--- config.mk ---
export PLATFORM = sky130hd
export DESIGN_NAME = uart_tx_fifo_flat
export DESIGN_NICKNAME = d
export VERILOG_FILES = /design/src/rtl/uart_tx_fifo_if.sv /design/src/rtl/uart_tx_fifo.sv /design/src/flat_wrapper.sv
export SDC_FILE = /design/constraint.sdc
export NUM_CORES = 1
export LEC_CHECK = 0
export BUFFER_PORTS_ARGS = -buffer_cell sky130_fd_sc_hd__buf_2
export CAP_MARGIN = 0
export CORE_UTILIZATION = 45
export CTS_BUF_LIST = sky130_fd_sc_hd__clkbuf_2
export CTS_CLUSTER_DIAMETER = 200
export DETAILED_ROUTE_END_ITERATION = 8
export GPL_ROUTABILITY_DRIVEN = 0
export PLACE_DENSITY = 0.59
export SLEW_MARGIN = 10
export SYNTH_ARGS = -nofsm -noshare
export SYNTH_HDL_FRONTEND = slang
export SYNTH_SLANG_ARGS = --single-unit
--- constraint.sdc ---
create_clock -name clock -period 4.4 [get_ports clock]
set_clock_uncertainty 0.2 [all_clocks]
set_input_delay 0.66 -clock clock [delete_from_list [all_inputs] [get_ports clock]]
set_output_delay 0.66 -clock clock [all_outputs]
set_load 0.01 [all_outputs]
--- src/rtl/uart_tx_fifo_if.sv ---
// CPU-side bus of the buffered UART transmitter: write port, overflow control,
// serial line and FIFO status.
interface uart_tx_fifo_if #(
    parameter int AW = 3
);
    logic [7:0]  data_in;
    logic        we;
    logic        clr_ovf;
    logic        data_uart;
    logic        busy;
    logic        full;
    logic        empty;
    logic [AW:0] count;
    logic        overflow;

    modport master (
        output data_in, we, clr_ovf,
        input  data_uart, busy, full, empty, count, overflow
    );

    modport slave (
        input  data_in, we, clr_ovf,
        output data_uart, busy, full, empty, count, overflow
    );
endinterface

--- src/rtl/uart_tx_fifo.sv ---
// Buffered 8N1 UART transmitter: CPU writes fill a DEPTH-entry FIFO, and a
// frame engine clocked at OVERSAMPLE x baud drains it onto the serial line.
module uart_tx_fifo #(
    parameter int DEPTH      = 8,
    parameter int AW         = 3,
    parameter int OVERSAMPLE = 16
) (
    input logic           clock,
    input logic           reset,
    uart_tx_fifo_if.slave bus
);
    localparam int            TW        = (OVERSAMPLE > 1) ? $clog2(OVERSAMPLE) : 1;
    localparam logic [TW-1:0] TICK_LAST = TW'(OVERSAMPLE - 1);
    localparam logic [AW:0]   CNT_FULL  = (AW + 1)'(DEPTH);

    typedef enum logic [1:0] {S_IDLE, S_START, S_DATA, S_STOP} state_t;

    state_t        r_state;
    state_t        w_state_next;

    logic [7:0]    r_mem [DEPTH];
    logic [AW-1:0] r_wr_ptr;
    logic [AW-1:0] r_rd_ptr;
    logic [AW:0]   r_count;
    logic          r_full;
    logic          r_empty;
    logic          r_overflow;

    logic [7:0]    r_shift;
    logic [TW-1:0] r_timer;
    logic [2:0]    r_bit;
    logic          r_txd;

    logic [TW-1:0] w_timer_next;
    logic [2:0]    w_bit_next;
    logic          w_txd_next;
    logic          w_tick;
    logic          w_pop;
    logic          w_wr;
    logic          w_drop;
    logic [AW:0]   w_count_next;

    assign w_tick = (r_timer == TICK_LAST);

    // A pop in the same cycle frees a slot, so a write at full is still taken.
    assign w_wr   = bus.we && (!r_full || w_pop);
    assign w_drop = bus.we && !w_wr;

    always_comb begin
        w_count_next = r_count;
        unique case ({w_wr, w_pop})
            2'b10:   w_count_next = r_count + 1'b1;
            2'b01:   w_count_next = r_count - 1'b1;
            default: w_count_next = r_count;
        endcase
    end

    always_ff @(posedge clock or negedge reset) begin
        if (!reset) begin
            r_wr_ptr   <= '0;
            r_rd_ptr   <= '0;
            r_count    <= '0;
            r_full     <= 1'b0;
            r_empty    <= 1'b1;
            r_overflow <= 1'b0;
        end else begin
            if (w_wr) begin
                r_wr_ptr <= r_wr_ptr + 1'b1;
            end
            if (w_pop) begin
                r_rd_ptr <= r_rd_ptr + 1'b1;
            end
            r_count <= w_count_next;
            r_full  <= (w_count_next == CNT_FULL);
            r_empty <= (w_count_next == '0);
            if (w_drop) begin
                r_overflow <= 1'b1;
            end else if (bus.clr_ovf) begin
                r_overflow <= 1'b0;
            end
        end
    end

    always_ff @(posedge clock) begin
        if (w_wr) begin
            r_mem[r_wr_ptr] <= bus.data_in;
        end
    end

    always_ff @(posedge clock or negedge reset) begin
        if (!reset) begin
            r_state <= S_IDLE;
        end else begin
            r_state <= w_state_next;
        end
    end

    always_comb begin
        w_state_next = r_state;
        unique case (r_state)
            S_IDLE: begin
                if (!r_empty) begin
                    w_state_next = S_START;
                end
            end
            S_START: begin
                if (w_tick) begin
                    w_state_next = S_DATA;
                end
            end
            S_DATA: begin
                if (w_tick && (r_bit == 3'd7)) begin
                    w_state_next = S_STOP;
                end
            end
            S_STOP: begin
                if (w_tick) begin
                    w_state_next = r_empty ? S_IDLE : S_START;
                end
            end
            default: w_state_next = S_IDLE;
        endcase
    end

    // Next line level is derived from the next state so data_uart can be a flop.
    always_comb begin
        w_pop        = ((r_state == S_IDLE) || ((r_state == S_STOP) && w_tick)) && !r_empty;
        w_timer_next = ((r_state == S_IDLE) || w_tick) ? '0 : r_timer + 1'b1;
        w_bit_next   = '0;
        if (r_state == S_DATA) begin
            w_bit_next = w_tick ? r_bit + 3'd1 : r_bit;
        end
        unique case (w_state_next)
            S_START: w_txd_next = 1'b0;
            S_DATA:  w_txd_next = r_shift[w_bit_next];
            default: w_txd_next = 1'b1;
        endcase
    end

    always_ff @(posedge clock or negedge reset) begin
        if (!reset) begin
            r_timer <= '0;
            r_bit   <= '0;
            r_txd   <= 1'b1;
            r_shift <= '0;
        end else begin
            r_timer <= w_timer_next;
            r_bit   <= w_bit_next;
            r_txd   <= w_txd_next;
            if (w_pop) begin
                r_shift <= r_mem[r_rd_ptr];
            end
        end
    end

    assign bus.data_uart = r_txd;
    assign bus.busy      = (r_state != S_IDLE);
    assign bus.full      = r_full;
    assign bus.empty     = r_empty;
    assign bus.count     = r_count;
    assign bus.overflow  = r_overflow;
endmodule

--- src/flat_wrapper.sv ---
// flat-port wrapper written by rule: the top's interface ports become plain ports
module uart_tx_fifo_flat 
#(
    parameter int DEPTH      = 8,
    parameter int AW         = 3,
    parameter int OVERSAMPLE = 16
)
  (clock, reset, bus_data_in, bus_we, bus_clr_ovf, bus_data_uart, bus_busy, bus_full, bus_empty, bus_count, bus_overflow);
  uart_tx_fifo_if #(.AW(AW)) bus_i ();
  input logic clock;
  input logic reset;
  input wire logic [$bits(bus_i.data_in)-1:0] bus_data_in;
  input wire logic [$bits(bus_i.we)-1:0] bus_we;
  input wire logic [$bits(bus_i.clr_ovf)-1:0] bus_clr_ovf;
  output wire logic [$bits(bus_i.data_uart)-1:0] bus_data_uart;
  output wire logic [$bits(bus_i.busy)-1:0] bus_busy;
  output wire logic [$bits(bus_i.full)-1:0] bus_full;
  output wire logic [$bits(bus_i.empty)-1:0] bus_empty;
  output wire logic [$bits(bus_i.count)-1:0] bus_count;
  output wire logic [$bits(bus_i.overflow)-1:0] bus_overflow;
  assign bus_i.data_in = bus_data_in;
  assign bus_i.we = bus_we;
  assign bus_i.clr_ovf = bus_clr_ovf;
  assign bus_data_uart = bus_i.data_uart;
  assign bus_busy = bus_i.busy;
  assign bus_full = bus_i.full;
  assign bus_empty = bus_i.empty;
  assign bus_count = bus_i.count;
  assign bus_overflow = bus_i.overflow;
  uart_tx_fifo #(.DEPTH(DEPTH), .AW(AW), .OVERSAMPLE(OVERSAMPLE)) u_core (.clock(clock), .reset(reset), .bus(bus_i));
endmodule
# [After elaboration in Yosys (flattened, before gate mapping)]
# Memory sizes are Yosys's and may differ from the RTL's. A register that Yosys moved wholly into a read port is not among the register bits.
# Index checks and enable logic that the tools add are counted.
[totals] out_inout_bits=9 memories=1 ram_bits=64 elab_cells=61 ff_bits=23
[mem_list] memory="u_core.r_mem" depth=8 word_bits=8 rd=1 rd_ports_with_merged_regs=1 wr=1 line="uart_tx_fifo.sv:21" text="logic [7:0] r_mem [DEPTH];"
[classes] n_reduce_logical=16 add_sub_neg=6 n_mux=17 order_cmp=1 n_eq_ne=10
[op_table] operator="$add A3 B1 Y3 const B" count=3
[op_table] operator="$add A4 B1 Y4 const B" count=2
[op_table] operator="$eq A2 B2 Y1 const B" count=4
[op_table] operator="$eq A4 B4 Y1 const B" count=2
[op_table] operator="$mux W2" count=4
[op_table] operator="$pmux W2 S4" count=1
[op_table] operator="$pmux W4 S2" count=1
[op_table] operator="$eq A2 B1 Y1 const B" count=3
[op_table] operator="$mux W1" count=6
[op_table] operator="$mux W3" count=2
[op_table] operator="$logic_and A1 B1 Y1" count=5
[op_table] operator="$logic_not A1 Y1" count=4
[op_table] operator="$logic_not A4 Y1" count=1
[op_table] operator="$lt A3 B4 Y1 const B" count=1
[op_table] operator="$mux W4" count=1
[op_table] operator="$reduce_bool A2 Y1" count=2
[op_table] operator="$sub A4 B1 Y4 const B" count=1
[op_table] operator="$bmux W1 S3" count=1
[op_table] operator="$eq A3 B3 Y1 const B" count=1
[op_table] operator="$logic_or A1 B1 Y1" count=3
[op_table] operator="$logic_not A2 Y1" count=1
[op_table] operator="$pmux W1 S2" count=1

# [Longest topological paths before layout]
[logic_depth] ltp_word=9 ltp_mapped=13 mapped_depth_nobuf=12

# [Worst setup path after synthesis]
# Ideal clock, no wire load.
[synth_timing] path_kind="reg-to-reg" start="register u_core.r_state[1]" end="register u_core.r_empty (netlist: u_core.bus.empty)" path_buffers=2 required_time_ns=4.138 stages_incl_launch_ff=12 t_arrival_ns=2.809 slack_ns=1.328 cell_sequence="dfrtp_1 -> buf_6 -> or2_1 -> clkbuf_1 -> o21a_1 -> o21ai_2 -> nand2_1 -> ha_1 -> fa_1 -> mux2_2 -> or3_1 -> and3b_1"
[synth_via] elab_chain_cells=9 elab_cells_between_ends=11 classes_between="3 x eq/ne; 1 x mux; 7 x reduce/logical"
[synth_lines] item="start, declared" line="uart_tx_fifo.sv:18" text="state_t r_state;"
[synth_lines] item="start signal, assigned" line="uart_tx_fifo.sv:94" text="r_state <= w_state_next;"
[synth_lines] item="$eq A2 B2 Y1" line="uart_tx_fifo.sv:127" text="w_pop = ((r_state == S_IDLE) || ((r_state == S_STOP) && w_tick)) && !r_empty;"
[synth_lines] item="$logic_and A1 B1 Y1" line="uart_tx_fifo.sv:127"
[synth_lines] item="$logic_or A1 B1 Y1 (*)" line="uart_tx_fifo.sv:127"
[synth_lines] item="$logic_and A1 B1 Y1 (*)" line="uart_tx_fifo.sv:127"
[synth_lines] item="$logic_or A1 B1 Y1" line="uart_tx_fifo.sv:46" text="assign w_wr = bus.we && (!r_full || w_pop);"
[synth_lines] item="$logic_and A1 B1 Y1" line="uart_tx_fifo.sv:46"
[synth_lines] item="$eq A2 B1 Y1 or $eq A2 B2 Y1 (tied branches)" line="uart_tx_fifo.sv:51" text="unique case ({w_wr, w_pop})"
[synth_lines] item="$pmux W4 S2 (*)" line="uart_tx_fifo.sv:51"
[synth_lines] item="via u_core.w_count_next[1]" line="uart_tx_fifo.sv:41" text="logic [AW:0] w_count_next;"
[synth_lines] item="$logic_not A4 Y1 (*)" line="uart_tx_fifo.sv:75" text="r_empty <= (w_count_next == '0);"
[synth_lines] item="end signal, assigned" line="uart_tx_fifo.sv:75"
[synth_lines] item="end, declared" line="uart_tx_fifo.sv:26" text="logic r_empty;"
# The timed path passes the listed nets; every way through them passes the cells marked *.
# A chain may end at the register's enable or synchronous reset.

# [Worst setup path after layout]
[layout_timing] start="register u_core.r_timer[0]" end="register u_core.r_empty (netlist: u_core.bus.empty)"
[layout_via] elab_chain_cells=9 elab_cells_between_ends=10 classes_between="3 x eq/ne; 1 x mux; 6 x reduce/logical"
[layout_lines] item="start, declared" line="uart_tx_fifo.sv:30" text="logic [TW-1:0] r_timer;"
[layout_lines] item="start signal, assigned" line="uart_tx_fifo.sv:147" text="r_timer <= w_timer_next;"
[layout_lines] item="$eq A4 B4 Y1 (*)" line="uart_tx_fifo.sv:43" text="assign w_tick = (r_timer == TICK_LAST);"
[layout_lines] item="$logic_and A1 B1 Y1 (*)" line="uart_tx_fifo.sv:127"
[layout_lines] item="$logic_or A1 B1 Y1 (*)" line="uart_tx_fifo.sv:127"
[layout_lines] item="$logic_and A1 B1 Y1 (*)" line="uart_tx_fifo.sv:127"
[layout_lines] item="$logic_or A1 B1 Y1" line="uart_tx_fifo.sv:46"
[layout_lines] item="$logic_and A1 B1 Y1" line="uart_tx_fifo.sv:46"
[layout_lines] item="$eq A2 B1 Y1 or $eq A2 B2 Y1 (tied branches)" line="uart_tx_fifo.sv:51"
[layout_lines] item="$pmux W4 S2 (*)" line="uart_tx_fifo.sv:51"
[layout_lines] item="via u_core.w_count_next[1]" line="uart_tx_fifo.sv:41"
[layout_lines] item="$logic_not A4 Y1 (*)" line="uart_tx_fifo.sv:75"
# Marks and branches as above.

==> impl_results.md <==
- Pleak: 1.60 nW
- Top layer reached by signal wires: met4
- Synth top area share: 48.5%
- Routed Wire Length: 6730 um
- Filler cells: 707
- Avg Cell Area, Syn: 16.6 um2
- Core area: 0.00838 mm2
- Yosys synthesis warning count: 0
- Maxcap violations: 0
- Clock Sink Count: 95
- Vias per inst: 5.39
- CP Class: reg2reg
- Post-synth net total: 260
- CP Launch Type: flop
- Metal1 wirelength: 3450 um
- CTS Buffer Depth: 2
- Placed wire-length estimate: 4330 um
- # IOs: 21
- Hold buffers post-CTS: 1
- Final worst setup slack: 1.07 ns
- Wire length on met2: 3040 um
- Yosys cell types: 41
- RSZ-0062 raised after global routing: no
- Number of global-route vias before repair: 1997
- Drt initial violations: 102
- Commonest cells in the synthesized netlist: edfxtp_1, dfrtp_1, nor2_1
- Worst slew pin tran: 1.12 ns
- DR WL met3: 190 um
- Largest cells by area after synthesis: edfxtp_1, dfrtp_1, mux4_2, mux2i_1, ha_1
- Overall routing resource usage: 16.4%
- Synth area leader: edfxtp_1
- Seq/Total Area, Yosys: 68.2%
- Synth Flop Type: edfxtp_1
- Area growth syn-to-layout: 8.09%
- DP Worst Slack: 1.12 ns
- Most common cell in the netlist: edfxtp_1
- Die area: 0.00918 mm2
- Largest net degree at the start of global routing: 32
- Fin cells: 375
- IO buf count: 20
- Final Cycle Share: 75.6%
- Die H: 95.8 um
- Critical path required time: 4.70 ns
- Synthesized flop and latch total: 95
- Remaining routing DRC violations: 0
- # H-tree levels: 3
- Clk slew on worst S/H paths: 0.25 ns
- Slew margin rel.: 25.4%
- Final setup fails: 0
- Wire per inst: 18.0 um
- Highest clock rate: 300 MHz
- Std cell rows: 33
- Root Driver: clkbuf_2
- Post-synthesis cell area: 0.00396 mm2
- CP arrival: 3.63 ns
- Share of cells above drive strength 1: 23.7%
- Post-CTS Setup Bufs: 0
- Max-slew violations: 0
- Crit path max fanout: 6
- Final ANT Viol Nets: 0
- VDD IR max: 275 uV
- Overflow left after global routing: 0
- Die Span X: 95.8 um
- CTS Buf Count: 9
- PwrDens: 612 mW/mm2
- CTS tree: yes
- Final Hold Violating Endpoints: 0
- Initial antenna violation count: 0
- Initial Utilization: 47.2%
- Mapped Cells: 239
- Setup TNS: 0 ns
- Class of the worst hold path: in2reg
- Worst-Skew Late Latency: 0.56 ns
- Routed vias: 2022
- Global-route wire length before repair: 10500 um
- Worst Setup End Kind: flop
- Status: finished clean
- Diode count: 0
- Final net count: 286
- FFs w/ async S/R, synth: 32.6%
- EDFF count, synth: 64
- First-pass DRT Iterations: 4
- Post-CTS Resized: 0
- Crit path time final: 3.33 ns
- Placed cells: 358
flip-flops by register name (all words and copies together), names as in the netlist, 2 cells and up:
signal / cells
u_core.r_wr_ptr: 3
u_core.r_shift: 8
u_core.r_state: 2
u_core.r_rd_ptr: 3
u_core.r_bit: 3
u_core.r_mem: 64
u_core.r_timer: 4
u_core.bus.count: 4
layout make-up:
type                            count  area (um2)  area share, %
Clock buffer                       10        50.0           1.17
Tap cell                          105         131           3.07
Inverter                            2        7.51          0.175
Sequential cell                    95        2700           63.1
Multi-Input combinational cell    132        1200           28.0
Timing Repair Buffer               25         140           3.27
Clock inverter                      6        50.0           1.17
routing by layer:
layer / global-route usage (%) / up-vias
met3: 2.76 / 4
li1: - / 965
met4: 7.46 / 0
met2: 23.6 / 24
met5: 0 / -
met1: 24.4 / 1029
stage by stage:
step,total power [W],hold slack (ns),utilization [%],instance area [um2]
6_report,0.00262,0.0957,51.1,4280
5_1_grt,0.00279,0.0648,51.1,4280
4_1_cts,0.00266,0.0652,51.1,4280
3_5_place_dp,0.00228,0.257,49.7,4170
3_3_place_gp,0.00226,0.241,49.7,4170
2_1_floorplan,0.00202,0.164,-,3960
worst paths after layout:
path	startpoint	endpoint	slack [ns]	cells past startpoint
max	u_core.r_timer[0]	u_core.bus.empty	1.07	10
min	bus_clr_ovf	u_core.bus.overflow	0.1	2
max reg2reg	u_core.r_timer[0]	u_core.bus.empty	1.07	10
min reg2reg	u_core.r_timer[0]	u_core.r_timer[0]	0.29	1
max in group asynchronous	reset	u_core.r_shift[6]	3.10	2
min in group asynchronous	reset	u_core.bus.count[0]	0.44	2
logic make-up (layout without fill, tap and decap cells):
logic type,after synthesis,in the layout,synth area share (%)
DFF,95,95,68.2
AOI/OAI and AO/OA,22,22,3.41
buffers and inverters,12,43,1.49
adders and majority gates,9,9,3.03
and+or+nand+nor,56,56,7.33
muxes,34,34,14.1
xor gates and xnor gates,11,11,2.43
worst max-delay path, cell delays in order, from the launching register on:
cell     delay, ns
dfrtp_1       0.43
ha_1          0.22
nand3_1       0.24
o21a_1        0.28
o21ai_2       0.20
nand2_1       0.15
ha_1          0.29
fa_1          0.43
mux2_2        0.27
or3_1         0.36
and3b_1       0.21
report_power, final:
part | switching, W | internal [W] | leakage [nW]
Sequential | 0.000229 | 0.00118 | 0.948
Combinational | 0.000381 | 0.000436 | 0.590
Clock | 0.000302 | 0.0000851 | 0.0600
layout by cell type, fill, tap and decap left out, drive strengths merged, types with 4 or more instances in the layout:
master / synthesis / layout
mux2i: 14 / 14
nand3b: 5 / 5
ha: 8 / 8
nand3: 5 / 5
xnor2: 7 / 7
a21oi: 12 / 12
dfrtp: 29 / 29
mux2: 4 / 4
clkbuf: 2 / 10
nand2: 8 / 8
nor2: 19 / 19
buf: 8 / 24
inv: 2 / 6
o21ai: 4 / 4
edfxtp: 64 / 64
mux4: 16 / 16
xor2: 4 / 4
Power figures use the tool's default switching activity.
